==> src/rtl/vram_arbiter.sv <==
// Single-port video RAM arbiter: display fetches take strict priority and
// CPU reads/byte-writes fill the remaining slots through a stb/ack handshake.
module vram_arbiter #(
   parameter int AW     = 14,
   parameter int RD_LAT = 2
) (
   input  logic          clk_sys,
   input  logic          reset,
   input  logic          vid_req,
   input  logic [AW-1:0] vid_addr,
   output logic [15:0]   vid_data,
   output logic          vid_valid,
   input  logic          cpu_stb,
   input  logic          cpu_we,
   input  logic [AW-1:0] cpu_addr,
   input  logic [15:0]   cpu_din,
   input  logic [1:0]    cpu_wtbt,
   output logic [15:0]   cpu_dout,
   output logic          cpu_ack,
   output logic [AW-1:0] ram_addr,
   output logic          ram_we,
   output logic [1:0]    ram_be,
   output logic [15:0]   ram_wdata,
   input  logic [15:0]   ram_rdata,
   output logic [1:0]    dbg_state
);

   typedef enum logic [1:0] {IDLE, VID_RD, CPU_RD, CPU_WR} state_t;

   state_t        state, next_state;
   logic          vid_pend;
   logic [AW-1:0] pend_addr;
   logic          cpu_done;
   logic [2:0]    lat_cnt;
   logic          grant_vid, grant_cpu, rd_last, cpu_finish;

   // CPU handshake: cpu_stb is a level held until cpu_ack; cpu_ack stays
   // high until cpu_stb drops and falls on the following cycle.
   assign cpu_ack   = cpu_done;
   assign dbg_state = state;

   always_comb begin
      next_state = state;
      grant_vid  = 1'b0;
      grant_cpu  = 1'b0;
      rd_last    = 1'b0;
      cpu_finish = 1'b0;
      case (state)
         IDLE: begin
            if (vid_req || vid_pend) begin
               grant_vid  = 1'b1;
               next_state = VID_RD;
            end else if (cpu_stb && !cpu_done) begin
               grant_cpu  = 1'b1;
               next_state = cpu_we ? CPU_WR : CPU_RD;
            end
         end
         VID_RD: begin
            if (lat_cnt == 3'd0) begin
               rd_last    = 1'b1;
               next_state = IDLE;
            end
         end
         CPU_RD: begin
            if (lat_cnt == 3'd0) begin
               rd_last    = 1'b1;
               cpu_finish = 1'b1;
               next_state = IDLE;
            end
         end
         CPU_WR: begin
            cpu_finish = 1'b1;
            next_state = IDLE;
         end
         default: next_state = IDLE;
      endcase
   end

   always_ff @(posedge clk_sys) begin
      if (reset) begin
         state     <= IDLE;
         vid_pend  <= 1'b0;
         pend_addr <= '0;
         cpu_done  <= 1'b0;
         lat_cnt   <= 3'd0;
         vid_valid <= 1'b0;
         vid_data  <= 16'h0000;
         cpu_dout  <= 16'h0000;
         ram_addr  <= '0;
         ram_we    <= 1'b0;
         ram_be    <= 2'b11;
         ram_wdata <= 16'h0000;
      end else begin
         state     <= next_state;
         vid_valid <= 1'b0;
         ram_we    <= 1'b0;

         if ((state == VID_RD || state == CPU_RD) && lat_cnt != 3'd0)
            lat_cnt <= lat_cnt - 3'd1;

         // A request that is not granted this cycle is parked; a newer one
         // simply overwrites the parked address so only one fetch happens.
         if (grant_vid)
            vid_pend <= 1'b0;
         else if (vid_req) begin
            vid_pend  <= 1'b1;
            pend_addr <= vid_addr;
         end

         if (grant_vid) begin
            ram_addr <= vid_req ? vid_addr : pend_addr;
            ram_be   <= 2'b11;
            lat_cnt  <= 3'(RD_LAT);
         end else if (grant_cpu) begin
            ram_addr <= cpu_addr;
            ram_we   <= cpu_we;
            ram_be   <= (cpu_we && cpu_wtbt != 2'b00) ? cpu_wtbt : 2'b11;
            lat_cnt  <= 3'(RD_LAT);
            if (cpu_we)
               ram_wdata <= cpu_din;
         end

         if (rd_last) begin
            if (state == VID_RD) begin
               vid_data  <= ram_rdata;
               vid_valid <= 1'b1;
            end else
               cpu_dout <= ram_rdata;
         end

         // An aborted CPU access still completes at the RAM but never acks.
         if (!cpu_stb)
            cpu_done <= 1'b0;
         else if (cpu_finish)
            cpu_done <= 1'b1;
      end
   end

endmodule

==> config.mk <==
export PLATFORM = sky130hd
export DESIGN_NAME = vram_arbiter
export DESIGN_NICKNAME = d
export VERILOG_FILES = /design/src/rtl/vram_arbiter.sv
export SDC_FILE = /design/constraint.sdc
export NUM_CORES = 1
export LEC_CHECK = 0
export BUFFER_PORTS_ARGS = -buffer_cell sky130_fd_sc_hd__buf_2
export CAP_MARGIN = 15
export CORE_AREA = 2 2 118 120
export CTS_CLUSTER_SIZE = 30
export DETAILED_ROUTE_END_ITERATION = 12
export DIE_AREA = 0 0 120 122
export PLACE_DENSITY = 0.55
export SYNTH_ARGS = -nofsm -noshare
export SYNTH_HDL_FRONTEND = slang
export SYNTH_SLANG_ARGS = --single-unit
==> constraint.sdc <==
create_clock -name clk_sys -period 1.9 [get_ports clk_sys]
set_input_delay 0.19 -clock clk_sys [delete_from_list [all_inputs] [get_ports clk_sys]]
set_output_delay 0.19 -clock clk_sys [all_outputs]
set_load 0.02 [all_outputs]
==> key figures, run 1 <==
Worst setup path
  – Nature of the critical path endpoint: flip-flop
  – Worst EP required: 2090 ps
  – Reg2Reg Capture Point: ram_wdata[4]
  – Crit Path Category: reg2reg
  – CP Launch Point: dbg_state[0]
  – WP data arrival: 1950 ps
  – Worst setup SP type: flip-flop
  – Reg2reg start: dbg_state[0]
  – Crit-path cells: inv_1 > ha_2 > buf_12 > clkinv_1 > buf_4 > o31ai_1 > a21oi_1
  – R2R Setup Slk: 130 ps
  – Worst-path maximum fanout: 19
  – CP max stage cell: dfxtp_1
  – Reg2Reg Depth: 7
  – Critical Path Sink: ram_wdata[4]
  – CP max stage delay: 310 ps

Placement
  – Pre-CTS setup slack: ~52 ps
  – Placed Instance Area: between 4000 and 5000 µm²
  – HPWL Detailed: 7.30 mm
  – Gpl congestion: roughly 0.76
  – Placed cell count: ~720
  – IO buf count: 135

Route
  – TritonRoute pass-1 iters: 4
  – Via density: approximately 4.8
  – Antenna viol nets, final: 0
  – WL per Instance: 14.5 µm
  – Iter 0 DRT Violations: 187
  – Wirelength, routed: between 10 and 15 mm
  – DRC violations left: 0
  – Via count: approximately 3500

Clock tree
  – Num CTS Buffers: 9
  – Hold_buf cts: 0
  – # H-tree levels: 3
  – Root Driver: clkbuf_16
  – CTS max path bufs: 2
  – Clock Sinks: 87
  – CTS tree: built
  – Worst skew pair latency: 340 ps
  – Clock slew at reported path FFs: 70 ps

Global routing
  – Total GRT Usage: 14.2%
  – Initial antenna violation count: 0
  – First-pass GRT wire length: 16.6 mm
  – Vias in the first global route: 3301
  – Largest net degree at the start of global routing: 68
  – GR Overflow Total: 0

Power and ir drop
  – Switch share: 39.0%
  – Max IR drop VDD: 0.000445 V
  – Clock power share: 26.9%
  – PwrDens: roughly 1500 nW/µm²
  – Leak Pwr: 2.08 nW
  – Internal power: 4.39 mW
  – Sequential power share: 33.3%
  – Sw power: 2.81 mW
  – Combinational power share: 39.7%

Die
  – Ports: 136
  – Row Count: 43
  – DIE HEIGHT: 122 µm
  – Die Area: roughly 15000 µm²
  – Die width: 120 µm
  – Core area: 13500 µm²
  – Starting density of the core: 27.0%

Timing
  – Setup tns final: 0 ps
  – Clk_skew: between 9 and 10 ps
  – Worst-Margin Slew: ~730 ps
  – Tmin final: roughly 1800 ps
  – Slew Viols, Final: 0
  – Final hold vios: 0
  – Slew margin rel.: 51.5%
  – Hold Slack: 94.1 ps
  – Final setup viols: 0
  – Fin crit share: between 90% and 100%
  – Min setup slack post-route: 131 ps
  – Highest Clock Rate: 565 MHz
  – Unrepaired setup endpoints after global routing: no

Logic synthesis
  – Ys Warns: 0
  – Syn_nets: ~510
  – Cells after Synth: 432
  – Syn Area/Cell: 8.44 µm²
  – Seq/Total Area, Yosys: 47.8%
  – Synthesized flop and latch total: 87
  – Post-synthesis cell type count: 40
  – Synthesized cell area: 3650 µm²

Status
  – Status: finished clean

Final layout
  – # diodes: 0
  – Fill cells: 1412
  – FF/Latch Area: between 1500 and 2000 µm²
  – Final Non-Filler Cells: 740
  – Final nets: 629
  – Footprint of the multi-input gates: about 1700 µm²
  – Post-Layout Inst Area: 4860 µm²
  – Share of layout cells above drive strength 1: 31.6%
  – Area added between synthesis and finish: 33.2%

Run
  – Max-Cap Viols: 0

Worst hold path
  – Hold Path Class: in2reg
==> cell type report <==
cell class | count | area share [%]
clock buffers | 9 | 4.64
multi-input cells | 283 | 34.0
inverters | 23 | 1.78
well taps | 180 | 4.64
flip-flops and latches | 87 | 35.9
clock inverters | 7 | 2.09
repair buffers | 151 | 17.0
==> cell usage after synthesis (all sizes together) <==
library cell | number | area share, %
o211ai | 1 | 0.21
a21o | 1 | 0.21
a21oi | 68 | 9.3
and4b | 1 | 0.27
nand3 | 1 | 0.14
inv | 21 | 2.2
clkinv | 2 | 0.21
mux2i | 3 | 0.82
nor3 | 5 | 0.69
nor4b | 1 | 0.65
or4b | 1 | 0.38
nor4 | 2 | 0.76
and3 | 1 | 0.17
nand3b | 1 | 0.21
nand2 | 96 | 9.9
or3b | 1 | 0.24
nor2b | 2 | 0.34
a32oi | 1 | 0.24
o22ai | 13 | 2.2
clkbuf | 25 | 2.6
nor4bb | 1 | 0.27
nand2b | 4 | 0.69
buf | 14 | 2.7
ha | 7 | 2.4
nor2 | 3 | 0.31
nand4 | 16 | 2.7
or2 | 1 | 0.17
nand4b | 1 | 0.24
dfxtp | 87 | 48
a211o | 1 | 0.24
o31ai | 30 | 6.2
nand4bb | 1 | 0.31
a221oi | 14 | 3.4
o31a | 1 | 0.24
o21ai | 3 | 0.41
o211a | 1 | 0.27
==> cells by family after synthesis <==
group,share of synthesized area (%)
flops,47.8
compound gates,22.9
fa+ha+maj,2.40
buf+inv,7.62
mux,0.824
simple gates,18.5
==> power by group through the flow <==
| stage | sequential [mW] | clock (mW) | combinational (mW) |
|---|---|---|---|
| final | 2.40 | 1.94 | 2.86 |
| after CTS | 2.40 | 2.00 | 2.76 |
| after detailed placement | 2.44 | 0 | 2.76 |
| after floorplan | 2.81 | 0 | 1.42 |
| after global placement | 2.43 | 0 | 2.69 |
| after global routing | 2.45 | 2.09 | 3.13 |
==> state kept, by name, summed over array words and instances, names as in the netlist, 2 cells and up <==
| name | cells |
|---|---|
| ram_be | 2 |
| dbg_state | 2 |
| ram_wdata | 16 |
| ram_addr | 14 |
| vid_data | 16 |
| pend_addr | 14 |
| lat_cnt | 3 |
| cpu_dout | 16 |
==> critical path, delay by kind of cell (launching register included) <==
family	cells	cell delay [ps]
adder cells (fa/ha/maj)	1	280
buffers and inverters	4	630
flip-flops	1	310
AO/OA/AOI/OAI	2	400
==> timing repair <==
action                                  CTS  global route
gates resized for setup                   0             5
buffers inserted                          0             0
endpoints found under the hold margin     0             0
endpoints found under the setup margin    0            28
==> placed cells by master, fill, tap and decap left out, drive strengths merged, types with 3 or more instances in the layout <==
master / Yosys / final
o21ai: 3 / 3
nor2: 3 / 3
nand2: 96 / 96
inv: 21 / 24
ha: 7 / 7
nand2b: 4 / 4
clkbuf: 25 / 10
nor3: 5 / 5
a221oi: 14 / 14
mux2i: 3 / 3
buf: 14 / 150
o22ai: 13 / 13
a21oi: 68 / 68
nand4: 16 / 16
dfxtp: 87 / 87
o31ai: 30 / 30
==> per-layer routing <==
metal,global-route usage [%],routed length (µm)
met5,0,0
met4,6.10,157
met3,3.65,628
met2,22.4,4980
met1,18.4,4980
==> through the flow <==
step | utilization [%] | total power, mW
6_report | 36.0 | 7.19
5_1_grt | 36.0 | 7.66
4_1_cts | 35.6 | 7.16
3_5_place_dp | 33.2 | 5.19
3_3_place_gp | 33.2 | 5.12
2_1_floorplan | - | 4.24
==> worst min-delay path by stage <==
stage | depth (start not counted) | to | slack [ps] | start
after global routing | 3 | cpu_dout[0] | 90 | ram_rdata[0]
after global placement | 2 | cpu_dout[4] | 440 | cpu_dout[4]
after floorplan | 2 | pend_addr[13] | 330 | vid_addr[13]
after CTS | 3 | cpu_dout[0] | 80 | ram_rdata[0]
after detailed placement | 2 | vid_data[11] | 440 | vid_data[11]
final | 3 | cpu_dout[0] | 90 | ram_rdata[0]
No activity file was read; power rests on OpenSTA's default activity.
==> run 2, diff against run 1 <==
==> config.mk (replaced) <==
export PLATFORM = sky130hd
export DESIGN_NAME = vram_arbiter
export DESIGN_NICKNAME = d
export VERILOG_FILES = /design/src/rtl/vram_arbiter.sv
export SDC_FILE = /design/constraint.sdc
export NUM_CORES = 1
export LEC_CHECK = 0
export BUFFER_PORTS_ARGS = -buffer_cell sky130_fd_sc_hd__clkbuf_2
export CAP_MARGIN = 15
export CORE_AREA = 2 2 90 92
export CTS_CLUSTER_SIZE = 30
export DETAILED_ROUTE_END_ITERATION = 12
export DIE_AREA = 0 0 92 94
export PLACE_DENSITY = 0.84
export SYNTH_ARGS = -nofsm -noshare
export SYNTH_HDL_FRONTEND = slang
export SYNTH_SLANG_ARGS = --single-unit
==> run 2 against run 1 <==
Effect of this change:
- hold slack lost 33 ps
- fmax up 4.7%
- count of clock-buffer cells in the layout unchanged
==> key figures, run 2 (synthesized netlist as in run 1, its figures left out) <==
Status
  – Status: finished clean

Power and ir drop
  – Max IR drop VDD: 0.000707 V (+59%)
  – PwrDens: 1410 nW/µm² (-4.5%)
  – Leak Pwr: 1.97 nW (-4.9%)

Worst setup path
  – CP Launch Point: dbg_state[1]
  – Worst EP required: 2170 ps (+80 ps)
  – R2R Setup Slk: 210 ps (+80 ps)
  – Reg2Reg Capture Point: cpu_dout[12]
  – Reg2reg start: dbg_state[1]
  – Reg2Reg Depth: 6 (-1)
  – Critical Path Sink: cpu_dout[12]
  – Worst setup SP type: flip-flop
  – CP max stage cell: dfxtp_1
  – WP data arrival: 1960 ps (about the same)
  – CP max stage delay: 420 ps (+110 ps)
  – Worst-path maximum fanout: 16 (-3)
  – Crit-path cells: inv_1 > ha_2 > nor4bb_2 > buf_4 > nand2_1 > a21oi_1
  – Nature of the critical path endpoint: flip-flop
  – Crit Path Category: reg2reg

Route
  – TritonRoute pass-1 iters: 4 (unchanged)
  – DRC violations left: 0 (unchanged)
  – Via count: 3528 (unchanged)
  – Wirelength, routed: 9.46 mm (-12%)
  – Iter 0 DRT Violations: 153 (-18%)
  – Antenna viol nets, final: 0 (unchanged)
  – Via density: 5.35 (+12%)
  – WL per Instance: 14.3 µm (-1.3%)

Timing
  – Tmin final: 1690 ps (-79.0 ps)
  – Setup tns final: 0 ps (unchanged)
  – Worst-Margin Slew: 698 ps (-29.9 ps)
  – Slew margin rel.: 53.5% (+2.0 points)
  – Clk_skew: 15.2 ps (+5.44 ps)
  – Highest Clock Rate: 592 MHz (+4.7%)
  – Final setup viols: 0 (unchanged)
  – Unrepaired setup endpoints after global routing: no
  – Slew Viols, Final: 0 (unchanged)
  – Fin crit share: 89.0% (-4.2 points)
  – Final hold vios: 0 (unchanged)

Die
  – Die Area: 8650 µm² (-41%)
  – Starting density of the core: 47.9% (+21 points)
  – Row Count: 32 (-26%)
  – Core area: 7610 µm² (-44%)
  – Ports: 136 (unchanged)
  – DIE HEIGHT: 94 µm (-23%)
  – Die width: 92 µm (-23%)

Clock tree
  – CTS tree: built
  – # H-tree levels: 3 (unchanged)
  – # Post-CTS Setup Buffers: 0 (unchanged)
  – Clock Sinks: 87 (unchanged)
  – Worst skew pair latency: 350 ps (about the same)
  – Root Driver: clkbuf_8
  – Clock slew at reported path FFs: 100 ps (+30 ps)
  – CTS max path bufs: 2 (unchanged)
  – Num CTS Buffers: 9 (unchanged)

Global routing
  – Most Crowded Layer GR: met2
  – Vias in the first global route: 3456 (+4.7%)
  – First-pass GRT wire length: 15.4 mm (-7.1%)
  – Met3 usage: 4.49% (+0.84 points)
  – Largest net degree at the start of global routing: 68 (unchanged)
  – Global Route met1 Usage: 26.4% (+8.1 points)
  – Met2 Use GR: 38.0% (+16 points)
  – Total GRT Usage: 21.7% (+7.5 points)
  – GR Overflow Total: 0 (unchanged)
  – Initial antenna violation count: 0 (unchanged)

Worst hold path
  – Hold Path Class: in2reg

Final layout
  – Most frequent cells in the layout: 135 x clkbuf_2, 96 x nand2_1, 87 x dfxtp_1
  – Share of layout cells above drive strength 1: 31.0% (-0.60 points)
  – Final nets: 627 (-0.32%)
  – Top flop regs: cpu_dout (16), ram_wdata (16), vid_data (16)
  – # diodes: 0 (unchanged)
  – Most common cell after layout, fill and taps aside: clkbuf_2
  – Area added between synthesis and finish: 26.2%
  – Post-Layout Inst Area: 4600 µm² (-5.2%)

Run
  – Max-Cap Viols: 0 (unchanged)

Placement
  – IO buf count: 135 (unchanged)
  – Placed Instance Area: 4370 µm² (-2.6%)
  – HPWL Detailed: 6.62 mm (-9.3%)
  – Gpl congestion: 0.740 (-3.1%)
==> run 2: cell count changes in the layout (fill, tap and decap cells not counted), moves of 2 or more <==
cell,before,now
clkbuf_2,0,135
buf_2,135,0
clkbuf_16,10,0
clkbuf_8,0,9
inv_6,3,1
==> run 2: worst min path at each step <==
| stage | cells past startpoint | slack (ps) | end | startpoint |
|---|---|---|---|---|
| floorplan | 2 | 330 | pend_addr[13] | vid_addr[13] |
| global placement | 3 | 430 | vid_data[1] | ram_rdata[1] |
| detailed placement | 3 | 440 | cpu_dout[13] | ram_rdata[13] |
| CTS | 3 | 50 | cpu_dout[13] | ram_rdata[13] |
| global route | 3 | 60 | pend_addr[1] | vid_addr[1] |
| finish | 3 | 60 | cpu_dout[13] | ram_rdata[13] |
==> run 2: metal layers <==
metal / part of all wire, % / wire (µm) / vias up
met5: 0 / 0 / -
li1: - / - / 1760
met2: 50 / 4730 / 105
met4: 1.1 / 102 / 0
met1: 43 / 4050 / 1653
met3: 6.0 / 571 / 10
==> run 2: worst max-delay path, delay by kind of cell, from the launching register on <==
| family | cells | cell delay [ps] |
|---|---|---|
| DFF | 1 | 420 |
| and+or+nand+nor | 2 | 300 |
| AOI/OAI and AO/OA | 1 | 120 |
| adders and majority gates | 1 | 420 |
| buffers and inverters | 2 | 360 |
==> run 2: power breakdown <==
group	leakage, nW	internal [mW]	switching (mW)
Combinational	1.16	0.900	1.74
Sequential	0.709	2.21	0.208
Clock	0.108	0.757	0.692
Total	1.97	3.86	2.65
==> run 2: layout make-up <==
| class | instances | area, µm² |
|---|---|---|
| clock buffers | 9 | 124 |
| clock inverters | 7 | 104 |
| fillers | 700 | 3010 |
| inverters | 23 | 86.3 |
| multi-input cells | 283 | 1640 |
| flip-flops and latches | 87 | 1740 |
| well taps | 102 | 128 |
| repair buffers | 149 | 781 |
==> run 2: per-stage QoR <==
stage               utilization [%]  hold WS, ps  instances  power (mW)  setup slack, ps
floorplan                         -          326        432        4.24             14.1
global placement               57.4          429        644        5.02              177
detailed placement             57.4          436        644        5.10             69.9
CTS                            60.4         48.5        660        6.54             29.4
global route                   60.5         58.5        660        6.90             45.7
finish                         60.5         60.7        660        6.51              210
==> run 2: what timing repair did <==
| item | 4_1_cts | 5_1_grt |
|---|---|---|
| hold buffers | 0 | 0 |
| gates resized for setup | 0 | 2 |
| endpoints found under the setup margin | 0 | 15 |
==> run 3, diff against run 2 <==
--- a/config.mk
+++ b/config.mk
@@ -8,6 +8,7 @@
 export BUFFER_PORTS_ARGS = -buffer_cell sky130_fd_sc_hd__clkbuf_2
 export CAP_MARGIN = 15
 export CORE_AREA = 2 2 90 92
+export CTS_CLUSTER_DIAMETER = 40
 export CTS_CLUSTER_SIZE = 30
 export DETAILED_ROUTE_END_ITERATION = 12
 export DIE_AREA = 0 0 92 94
==> constraint.sdc (replaced) <==
create_clock -name clk_sys -period 1.7 [get_ports clk_sys]
set_input_delay 0.17 -clock clk_sys [delete_from_list [all_inputs] [get_ports clk_sys]]
set_output_delay 0.17 -clock clk_sys [all_outputs]
set_load 0.1 [all_outputs]
==> run 3 against run 2 <==
Effect of this change:
- flip-flop and latch count unchanged
- total power increased by 43%
- critical path type unchanged
- first-iteration DRC count increased by 15%
- clock skew decreased by 5.0 ps
- sequential share of layout area decreased by 0.26 points
==> key figures, run 3 (synthesized netlist as in run 1, its figures left out) <==
Status
  – Status: finished clean

Route
  – DR top layer: met4
  – Antenna viol nets, final: 0 (unchanged)
  – WL per Instance: 15.0 µm (+4.8%)
  – Wirelength, routed: 9.97 mm (+5.4%)
  – WL met2: 5.07 mm (+7.2%)
  – Via count: 3623 (+2.7%)
  – DRC violations left: 0 (unchanged)
  – Iter 0 DRT Violations: 176 (+15%)
  – Via density: 5.46 (+2.1%)
  – DR WL met3: 637 µm (+12%)
  – TritonRoute pass-1 iters: 5 (+1)
  – DRT met1 WL: 4.10 mm (+1.1%)

Global routing
  – Vias in the first global route: 3448 (-0.23%)
  – First-pass GRT wire length: 16.0 mm (+3.8%)
  – Total GRT Usage: 23.1% (+1.4 points)
  – Initial antenna violation count: 0 (unchanged)
  – Largest net degree at the start of global routing: 36 (-47%)
  – GR Overflow Total: 0 (unchanged)

Timing
  – Clk_skew: 10.2 ps (-4.99 ps)
  – Final hold vios: 0 (unchanged)
  – Worst-Margin Slew: 621 ps (-76.7 ps)
  – Tmin final: 1640 ps (-51.6 ps)
  – Final setup viols: 0 (unchanged)
  – Unrepaired setup endpoints after global routing: no
  – Slew margin rel.: 58.5% (+5.1 points)
  – Fin crit share: 96.4% (+7.4 points)
  – Highest Clock Rate: 610 MHz (+3.1%)
  – Slew Viols, Final: 0 (unchanged)

Worst setup path
  – Worst EP required: 1920 ps (-250 ps)
  – Reg2Reg Capture Point: ram_wdata[0]
  – Worst-path maximum fanout: 33 (+17)
  – R2R Setup Slk: 60 ps (-150 ps)
  – Worst setup SP type: flip-flop
  – WP data arrival: 1850 ps (-110 ps)
  – Nature of the critical path endpoint: flip-flop
  – Reg2Reg Depth: 3 (-3)
  – Crit Path Category: reg2reg
  – Reg2reg start: cpu_ack

Power and ir drop
  – Clock power share: 15.7% (-6.6 points)
  – Max IR drop VDD: 0.000896 V (+27%)
  – PwrDens: 2000 nW/µm² (+41%)
  – Sw power: 5.04 mW (+91%)
  – Internal power: 4.27 mW (+11%)
  – Combinational power share: 54.9% (+14 points)
  – Sequential power share: 29.4% (-7.7 points)
  – Leak Pwr: 1.99 nW (+1.0%)
  – Switch share: 54.1% (+13 points)
  – Pwr Total: 9.32 mW (+43%)

Final layout
  – # diodes: 0 (unchanged)
  – Share of layout cells above drive strength 1: 32.9% (+1.9 points)
  – FF/Latch Area: 1750 µm² (+0.65%)
  – Final nets: 631 (+0.64%)
  – Final core utilization: 61.3% (+0.81 points)
  – Most frequent cells in the layout: 135 x clkbuf_2, 96 x nand2_1, 84 x dfxtp_1
  – Area added between synthesis and finish: 27.9%
  – Final Non-Filler Cells: 664 (+0.61%)
  – Most common cell after layout, fill and taps aside: clkbuf_2
  – Top flop regs: cpu_dout (16), ram_wdata (16), vid_data (16)
  – Fill cells: 692 (-1.1%)
  – Footprint of the multi-input gates: 1660 µm² (+1.5%)

Clock tree
  – # Post-CTS Setup Buffers: 0 (unchanged)
  – Clock Sinks: 87 (unchanged)
  – Num CTS Buffers: 9 (unchanged)
  – Root Driver: clkbuf_8
  – Hold_buf cts: 0 (unchanged)
  – CTS tree: built
  – CTS max path bufs: 2 (unchanged)
  – Clock slew at reported path FFs: 90 ps (about the same)
  – # H-tree levels: 3 (unchanged)
  – Worst skew pair latency: 350 ps (about the same)

Worst hold path
  – WHS Path Cells: 3 (unchanged)
  – Hold Crit Start: ram_rdata[14]
  – Hold path endpoint: cpu_dout[14]
  – Hold Path Class: in2reg

Placement
  – Gpl congestion: 0.819 (+11%)
  – Placed cell count: 648 (+0.62%)
  – HPWL Detailed: 7.02 mm (+6.0%)
  – IO buf count: 135 (unchanged)

Run
  – Max-Cap Viols: 0 (unchanged)

Die
  – Ports: 136 (unchanged)
  – Die width: 92 µm (unchanged)
  – Row Count: 32 (unchanged)
  – Core area: 7610 µm² (unchanged)
  – Die Area: 8650 µm² (unchanged)
  – DIE HEIGHT: 94 µm (unchanged)
  – Starting density of the core: 47.9% (unchanged)
-- run 3: changes by cell type in the layout (fill, tap and decap cells not counted), moves of 2 or more --
cell / previous run / this run
a221oi_2: 0 / 2
dfxtp_4: 0 / 3
dfxtp_1: 87 / 84
buf_4: 14 / 17
a221oi_1: 14 / 12
inv_1: 21 / 19
inv_4: 0 / 2
-- run 3: through the flow --
step	TNS [ps]	hold WS [ps]	worst slack, ps	cell area (µm²)
CTS	0	26.8	25.3	4650
detailed placement	-232	413	-35.2	4440
global placement	0	409	48.7	4440
finish	0	48.1	61.5	4660
floorplan	-71.8	306	-5.58	3720
global route	0	38.0	10.7	4660
-- run 3: worst max-delay path, cell delays in order, from the launching register on --
cell and delay, ps:
dfxtp_4 370, or4b_4 700, o31ai_1 310, a21oi_1 120
-- run 3: layer usage --
metal | GRT usage (%) | vias up
met5 | 0 | -
li1 | - | 1775
met4 | 9.95 | 0
met1 | 27.6 | 1692
met3 | 4.25 | 18
met2 | 40.7 | 138
-- run 3: cell type report --
cell class	instances	share of cell area [%]
Multi-Input combinational cell	283	35.7
Inverter	23	1.96
Tap cell	102	2.74
Sequential cell	87	37.6
Timing Repair Buffer	153	17.7
Clock buffer	10	2.95
Clock inverter	6	1.45
-- run 3: how the worst max path moves through the flow --
stage	startpoint	end	slack [ps]	cells past startpoint
6_report	cpu_ack	ram_wdata[0]	60	3
5_1_grt	dbg_state[0]	ram_addr[3]	10	6
4_1_cts	cpu_ack	ram_wdata[0]	30	3
3_5_place_dp	dbg_state[0]	pend_addr[13]	-40	5
3_3_place_gp	dbg_state[0]	pend_addr[1]	50	5
2_1_floorplan	dbg_state[0]	vid_data[10]	-6	7
-- run 3: repair_timing --
action / 4_1_cts / 5_1_grt
resized for setup: 1 / 3
pin swaps: 0 / 1
cloned: 0 / 0
setup endpoints to repair: 14 / 15
-- run 3: power groups by stage --
stage	Clock, mW	Sequential [mW]	Combinational, mW
final	1.46	2.74	5.12
after global routing	1.57	2.79	5.42
after CTS	1.51	2.74	5.08
after detailed placement	0	2.78	5.05
after global placement	0	2.75	4.99
after floorplan	0	5.20	1.75
